File: config.mk
export PLATFORM = sky130hd
export DESIGN_NAME = multi_op_seq
export DESIGN_NICKNAME = d
export VERILOG_FILES = /design/src/rtl/multi_op_seq.sv
export SDC_FILE = /design/constraint.sdc
export NUM_CORES = 1
export LEC_CHECK = 0
export ABC_AREA = 1
export ABC_CLOCK_PERIOD_IN_PS = 7200
export BUFFER_PORTS_ARGS = -buffer_cell sky130_fd_sc_hd__buf_4
export CAP_MARGIN = 20
export CORE_MARGIN = 4
export CORE_UTILIZATION = 45
export DETAILED_ROUTE_END_ITERATION = 8
export GPL_ROUTABILITY_DRIVEN = 0
export MAX_ROUTING_LAYER = met4
export PLACE_DENSITY = 0.73
export SLEW_MARGIN = 5
export SYNTH_ARGS = -nofsm -noshare
export SYNTH_HDL_FRONTEND = slang
export SYNTH_SLANG_ARGS = --single-unit
File: constraint.sdc
create_clock -name clk -period 7.2 [get_ports clk]
set_input_delay 0.36 -clock clk [delete_from_list [all_inputs] [get_ports clk]]
set_output_delay 0.36 -clock clk [all_outputs]
set_load 0.01 [all_outputs]
File: src/rtl/multi_op_seq.sv
// multi_op_seq: sequential signed arithmetic unit with valid/ready handshakes.
//
// Computes A+B, A-B, A*B or C+A*B on signed operands. The multiply is
// shift-and-add, one partial product per cycle over M cycles, with the MSB of
// B weighted negatively so the result is an exact two's-complement product.
// All results are N+M+2 bits wide.
//
// Optional build macro: MULTI_OP_ACC_EN
//   When defined, an internal accumulator replaces the C port for op 11. The
//   accumulator captures every result on its output handshake.
//
// Ports:
//   clk, rst_n          clock, asynchronous active-low reset
//   in_valid, in_ready  input handshake for op/A/B/C
//   op                  00 A+B, 01 A-B, 10 A*B, 11 C+A*B
//   A [N], B [M]        signed operands
//   C [N+M+2]           signed addend (op 11 only)
//   out_valid, out_ready output handshake for Y
//   Y [N+M+2]           signed result, held stable while out_valid is high
//   busy                high in any state other than idle

module multi_op_seq #(
    parameter int unsigned N = 16,
    parameter int unsigned M = 16
) (
    input  logic                  clk,
    input  logic                  rst_n,
    input  logic                  in_valid,
    output logic                  in_ready,
    input  logic [1:0]            op,
    input  logic signed [N-1:0]   A,
    input  logic signed [M-1:0]   B,
    input  logic signed [N+M+1:0] C,
    output logic                  out_valid,
    input  logic                  out_ready,
    output logic signed [N+M+1:0] Y,
    output logic                  busy
);

    localparam int unsigned W    = N + M + 2;
    localparam int unsigned CntW = (M > 1) ? $clog2(M) : 1;

    typedef enum logic [2:0] {
        StIdle,
        StAddSub,
        StMul,
        StMacAdd,
        StDone
    } state_e;

    state_e state_q, state_d;

    logic [N-1:0]        a_q, a_d;
    logic [M-1:0]        b_q, b_d;
    logic [1:0]          op_q, op_d;
    logic signed [W-1:0] prod_q, prod_d;
    logic [CntW-1:0]     cnt_q, cnt_d;
    logic signed [W-1:0] y_q, y_d;
    logic signed [W-1:0] addend;

`ifdef MULTI_OP_ACC_EN
    logic signed [W-1:0] acc_q, acc_d;
`else
    logic signed [W-1:0] c_q, c_d;
`endif

    logic                accept;
    logic                last_iter;
    logic signed [W-1:0] a_ext, b_ext, pp, prod_sum;

    assign accept    = in_valid && (state_q == StIdle);
    assign last_iter = (cnt_q == CntW'(M - 1));

    assign a_ext = {{(W - N){a_q[N-1]}}, a_q};
    assign b_ext = {{(W - M){b_q[M-1]}}, b_q};

    // Bit M-1 of B carries weight -2^(M-1), hence subtract on the last step.
    assign pp       = b_q[cnt_q] ? (a_ext << cnt_q) : '0;
    assign prod_sum = last_iter ? (prod_q - pp) : (prod_q + pp);

`ifdef MULTI_OP_ACC_EN
    assign addend = acc_q;
`else
    assign addend = c_q;
`endif

    // ---------------- FSM: state register ----------------
    always_ff @(posedge clk or negedge rst_n) begin
        if (!rst_n) begin
            state_q <= StIdle;
        end else begin
            state_q <= state_d;
        end
    end

    // ---------------- FSM: next state ----------------
    always_comb begin
        state_d = state_q;
        unique case (state_q)
            StIdle: begin
                if (in_valid) begin
                    state_d = op[1] ? StMul : StAddSub;
                end
            end
            StAddSub: state_d = StDone;
            StMul: begin
                if (last_iter) begin
                    state_d = op_q[0] ? StMacAdd : StDone;
                end
            end
            StMacAdd: state_d = StDone;
            StDone: begin
                if (out_ready) begin
                    state_d = StIdle;
                end
            end
            default: state_d = StIdle;
        endcase
    end

    // ---------------- FSM: outputs ----------------
    always_comb begin
        in_ready  = (state_q == StIdle);
        out_valid = (state_q == StDone);
        busy      = (state_q != StIdle);
    end

    // ---------------- Datapath next state ----------------
    always_comb begin
        a_d    = a_q;
        b_d    = b_q;
        op_d   = op_q;
        prod_d = prod_q;
        cnt_d  = cnt_q;
        y_d    = y_q;
`ifdef MULTI_OP_ACC_EN
        acc_d  = acc_q;
`else
        c_d    = c_q;
`endif
        unique case (state_q)
            StIdle: begin
                if (accept) begin
                    a_d  = A;
                    b_d  = B;
                    op_d = op;
`ifndef MULTI_OP_ACC_EN
                    c_d  = C;
`endif
                    if (op[1]) begin
                        prod_d = '0;
                        cnt_d  = '0;
                    end
                end
            end
            StAddSub: begin
                y_d = op_q[0] ? (a_ext - b_ext) : (a_ext + b_ext);
            end
            StMul: begin
                prod_d = prod_sum;
                if (last_iter) begin
                    cnt_d = '0;
                    if (!op_q[0]) begin
                        y_d = prod_sum;
                    end
                end else begin
                    cnt_d = cnt_q + CntW'(1);
                end
            end
            StMacAdd: begin
                // Wraps modulo 2^W by construction.
                y_d = addend + prod_q;
            end
            StDone: begin
`ifdef MULTI_OP_ACC_EN
                if (out_ready) begin
                    acc_d = y_q;
                end
`endif
            end
            default: ;
        endcase
    end

    // ---------------- Datapath registers ----------------
    always_ff @(posedge clk or negedge rst_n) begin
        if (!rst_n) begin
            a_q    <= '0;
            b_q    <= '0;
            op_q   <= '0;
            prod_q <= '0;
            cnt_q  <= '0;
            y_q    <= '0;
`ifdef MULTI_OP_ACC_EN
            acc_q  <= '0;
`else
            c_q    <= '0;
`endif
        end else begin
            a_q    <= a_d;
            b_q    <= b_d;
            op_q   <= op_d;
            prod_q <= prod_d;
            cnt_q  <= cnt_d;
            y_q    <= y_d;
`ifdef MULTI_OP_ACC_EN
            acc_q  <= acc_d;
`else
            c_q    <= c_d;
`endif
        end
    end

    assign Y = y_q;

`ifndef MULTI_OP_ACC_EN
    // C is only consumed through its registered copy; keep the port referenced.
`endif

endmodule
==> results.sh <==
export IMPL_cp_max_fo=30
export IMPL_setup_worst_path_end_class="flop"
export IMPL_port_buffers=108
export IMPL_rows=61
export IMPL_nets=2102
export IMPL_fin_tns_setup_ps=0
export IMPL_ios=109
export IMPL_area_growth_pct=13.1
export IMPL_start_util_pct=45.8
export IMPL_grt_usage_pct=25.7
export IMPL_drt_total_wl_mm=39.0
export IMPL_grt_pass1_wl_mm=62.5
export IMPL_slew_viol_final=0
export IMPL_worstSetupStartpointType="flop"
export IMPL_critPathSlowestCell="dfrtp_1"
export IMPL_drive_gt1_share_pct=14.9
export IMPL_viasPerCell=5.62
export IMPL_die_height_um=177
export IMPL_synth_area_top_cells="dfrtp_1 28%, nand2_1 15%, ha_1 8.3%"
export IMPL_die_w_um=177
export IMPL_ys_seq_area_share_pct=27.8
export IMPL_htreeDepth=4
export IMPL_synth_edf_count=0
export IMPL_drtPass1Iterations=6
export IMPL_hold_class="in -> reg"
export IMPL_cts_tree="built"
export IMPL_maxCapViolCount=0
export IMPL_postPlaceCellArea_um2=13800
export IMPL_syn_nets=2017
export IMPL_rsz0062_at_grt="false"
export IMPL_postSynthAreaPerCell_um2=6.89
export IMPL_synth_largest_area_cell="dfrtp_1"
export IMPL_synth_cells=1857
export IMPL_outcome="finished, final reports clean"
export IMPL_setup_viol=0
export IMPL_cts_buffers=17
export IMPL_cts_sinks=142
export IMPL_dpl_cell_count=2299
export IMPL_netlist_area_leader_share_pct=27.8
export IMPL_finClkSkew_ps=12.1
export IMPL_antenna_found_initial=0
export IMPL_stdcell_area_um2=14500
export IMPL_worstMarginPinSlew_ps=1050
export IMPL_cp_data_arrival_time_ps=5910
export IMPL_async_flop_share_pct=100
export IMPL_timing_fmax_mhz=179
export IMPL_cts_clk_slew_worst_paths_ps=70
export IMPL_synthesis_area_um2=12800
export IMPL_cp_required_ps=7530
export IMPL_wl_per_cell_um=16.7
export IMPL_ys_flop_type="dfrtp_1"
export IMPL_slowest_delay_ps=1040
export IMPL_drtIter0Drc=1484
export IMPL_min_period_ps=5580
export IMPL_place_hpwl_mm=30.0
export IMPL_crit_type="reg -> reg"
export IMPL_placeableCoreArea_um2=27900
export IMPL_hold_violations=0
export IMPL_clk_path_buf_depth=2
export IMPL_clk_latency_ps=450
export IMPL_yosysUniqueCellTypes=48
export IMPL_grt_max_degree=85
export IMPL_cts_root_buf="clkbuf_16"
export IMPL_first_global_vias=12300
export IMPL_path_common_cell="nand2_1"
export IMPL_final_instance_count_excl_fill=2333
export IMPL_drtAntennaViolNets=0
export IMPL_grt_overflow_total=0
export IMPL_whs_ps=140
export IMPL_antennaDiodeCount=0
export IMPL_max_slew_margin_pct=29.8
export IMPL_drc_errors=0
export IMPL_ys_warn_count=0
export IMPL_num_vias=13101
export IMPL_post_route_period_util_pct=77.5
export IMPL_synth_seq_cells=142
export IMPL_dieArea_um2=31200
## per-stage QoR
stage / utilization (%) / setup slack, ps
after floorplan: - / 3400
after global placement: 49.5 / 1930
after detailed placement: 49.5 / 1910
after CTS: 51.8 / 1780
after global routing: 51.8 / 1130
final: 51.8 / 1620
## layout by cell type, fill, tap and decap left out, types with 3 or more instances in the layout
cell type,Yosys,routed
clkbuf_16,0,17
a21o_1,20,20
nand3b_1,4,4
nand3_1,130,130
ha_1,85,85
xor2_1,32,32
o221ai_1,4,4
o21bai_1,8,8
nand3_2,15,15
a41oi_1,15,15
inv_6,0,3
a31oi_1,20,20
nor4_1,5,5
o21ai_1,15,15
nand2_1,509,508
o21ai_0,126,126
xnor2_1,13,13
inv_1,167,167
fa_1,3,3
a21oi_2,4,4
o31ai_1,3,3
nor2_1,171,171
o2111ai_1,5,5
mux2_2,50,50
a21oi_1,154,154
inv_2,13,13
nand2_4,4,5
or2_2,7,7
nor2_4,9,9
nor2_2,9,9
nand4_1,7,7
nor3_1,12,12
nand2_2,29,29
a21boi_0,4,4
bufinv_16,0,3
dfrtp_1,142,142
buf_4,5,113
## what timing repair did
item | CTS | global route
resized for setup | 0 | 0
hold buffers | 1 | 0
endpoints found under the hold margin | 6 | 0
setup buffers | 0 | 0
## cells by family (layout without fill, tap and decap cells)
family | count (synthesis) | in the layout | share of synthesized area (%)
multiplexers | 50 | 50 | 4.40
buffers and inverters | 231 | 329 | 7.69
AND/OR/NAND/NOR | 914 | 914 | 31.3
flip-flops | 142 | 142 | 27.8
adder cells (fa/ha/maj) | 88 | 88 | 8.78
AO/OA/AOI/OAI | 387 | 387 | 17.0
XOR/XNOR | 45 | 45 | 3.08
## cell usage after synthesis (8+ instances only)
master / number
nor3_1: 12
mux2_2: 50
ha_1: 85
inv_2: 13
a21o_1: 20
o21bai_1: 8
nor2_2: 9
nor2_1: 171
inv_1: 167
nand2_2: 29
buf_2: 15
nand3_1: 130
clkbuf_1: 21
nor2_4: 9
o21ai_0: 126
a31oi_1: 20
nand2_1: 509
o21ai_1: 15
nand3_2: 15
a21oi_1: 154
xnor2_1: 13
dfrtp_1: 142
xor2_1: 32
a41oi_1: 15
## flip-flops by register name (all words and copies together) (netlist names)
signal	flops
Y	34
addend	34
prod_q	34
a_q	16
b_q	16
cnt_q	4
state_q	3
op_q	1
## critical path, delay by kind of cell (launching register included)
kind	cells	cell delay, ps
flip-flops	1	1040
AND/OR/NAND/NOR	20	2210
buffers and inverters	3	530
AO/OA/AOI/OAI	6	1100
adder cells (fa/ha/maj)	2	560
## final timing paths
kind,start,to,slack (ps),cells after the start
min in group asynchronous,rst_n,addend[5],510,2
min,C[2],addend[2],140,2
max reg2reg,cnt_q[0],Y[28],1620,31
max in group asynchronous,rst_n,addend[20],5330,3
max,cnt_q[0],Y[28],1620,31
min reg2reg,Y[21],Y[21],480,2
## cell type report
cell class,count,area (um2)
well taps,378,473
clock buffers,20,457
flip-flops and latches,142,3550
repair buffers,116,890
clock inverters,12,159
fillers,2799,13500
inverters,181,679
multi-input cells,1484,8270
## layer usage
| metal | track usage (%) | up-vias | share of wire, % |
|---|---|---|---|
| met4 | 9.35 | 0 | 3.5 |
| met1 | 34.6 | 6026 | 44 |
| li1 | - | 6390 | - |
| met2 | 39.9 | 585 | 45 |
| met3 | 3.52 | 100 | 7.9 |
| met5 | - | - | 0 |
Power is left out: the tool's default activity adds up to more than one toggle a clock period on the data nets, which glitch-free logic cannot reach.
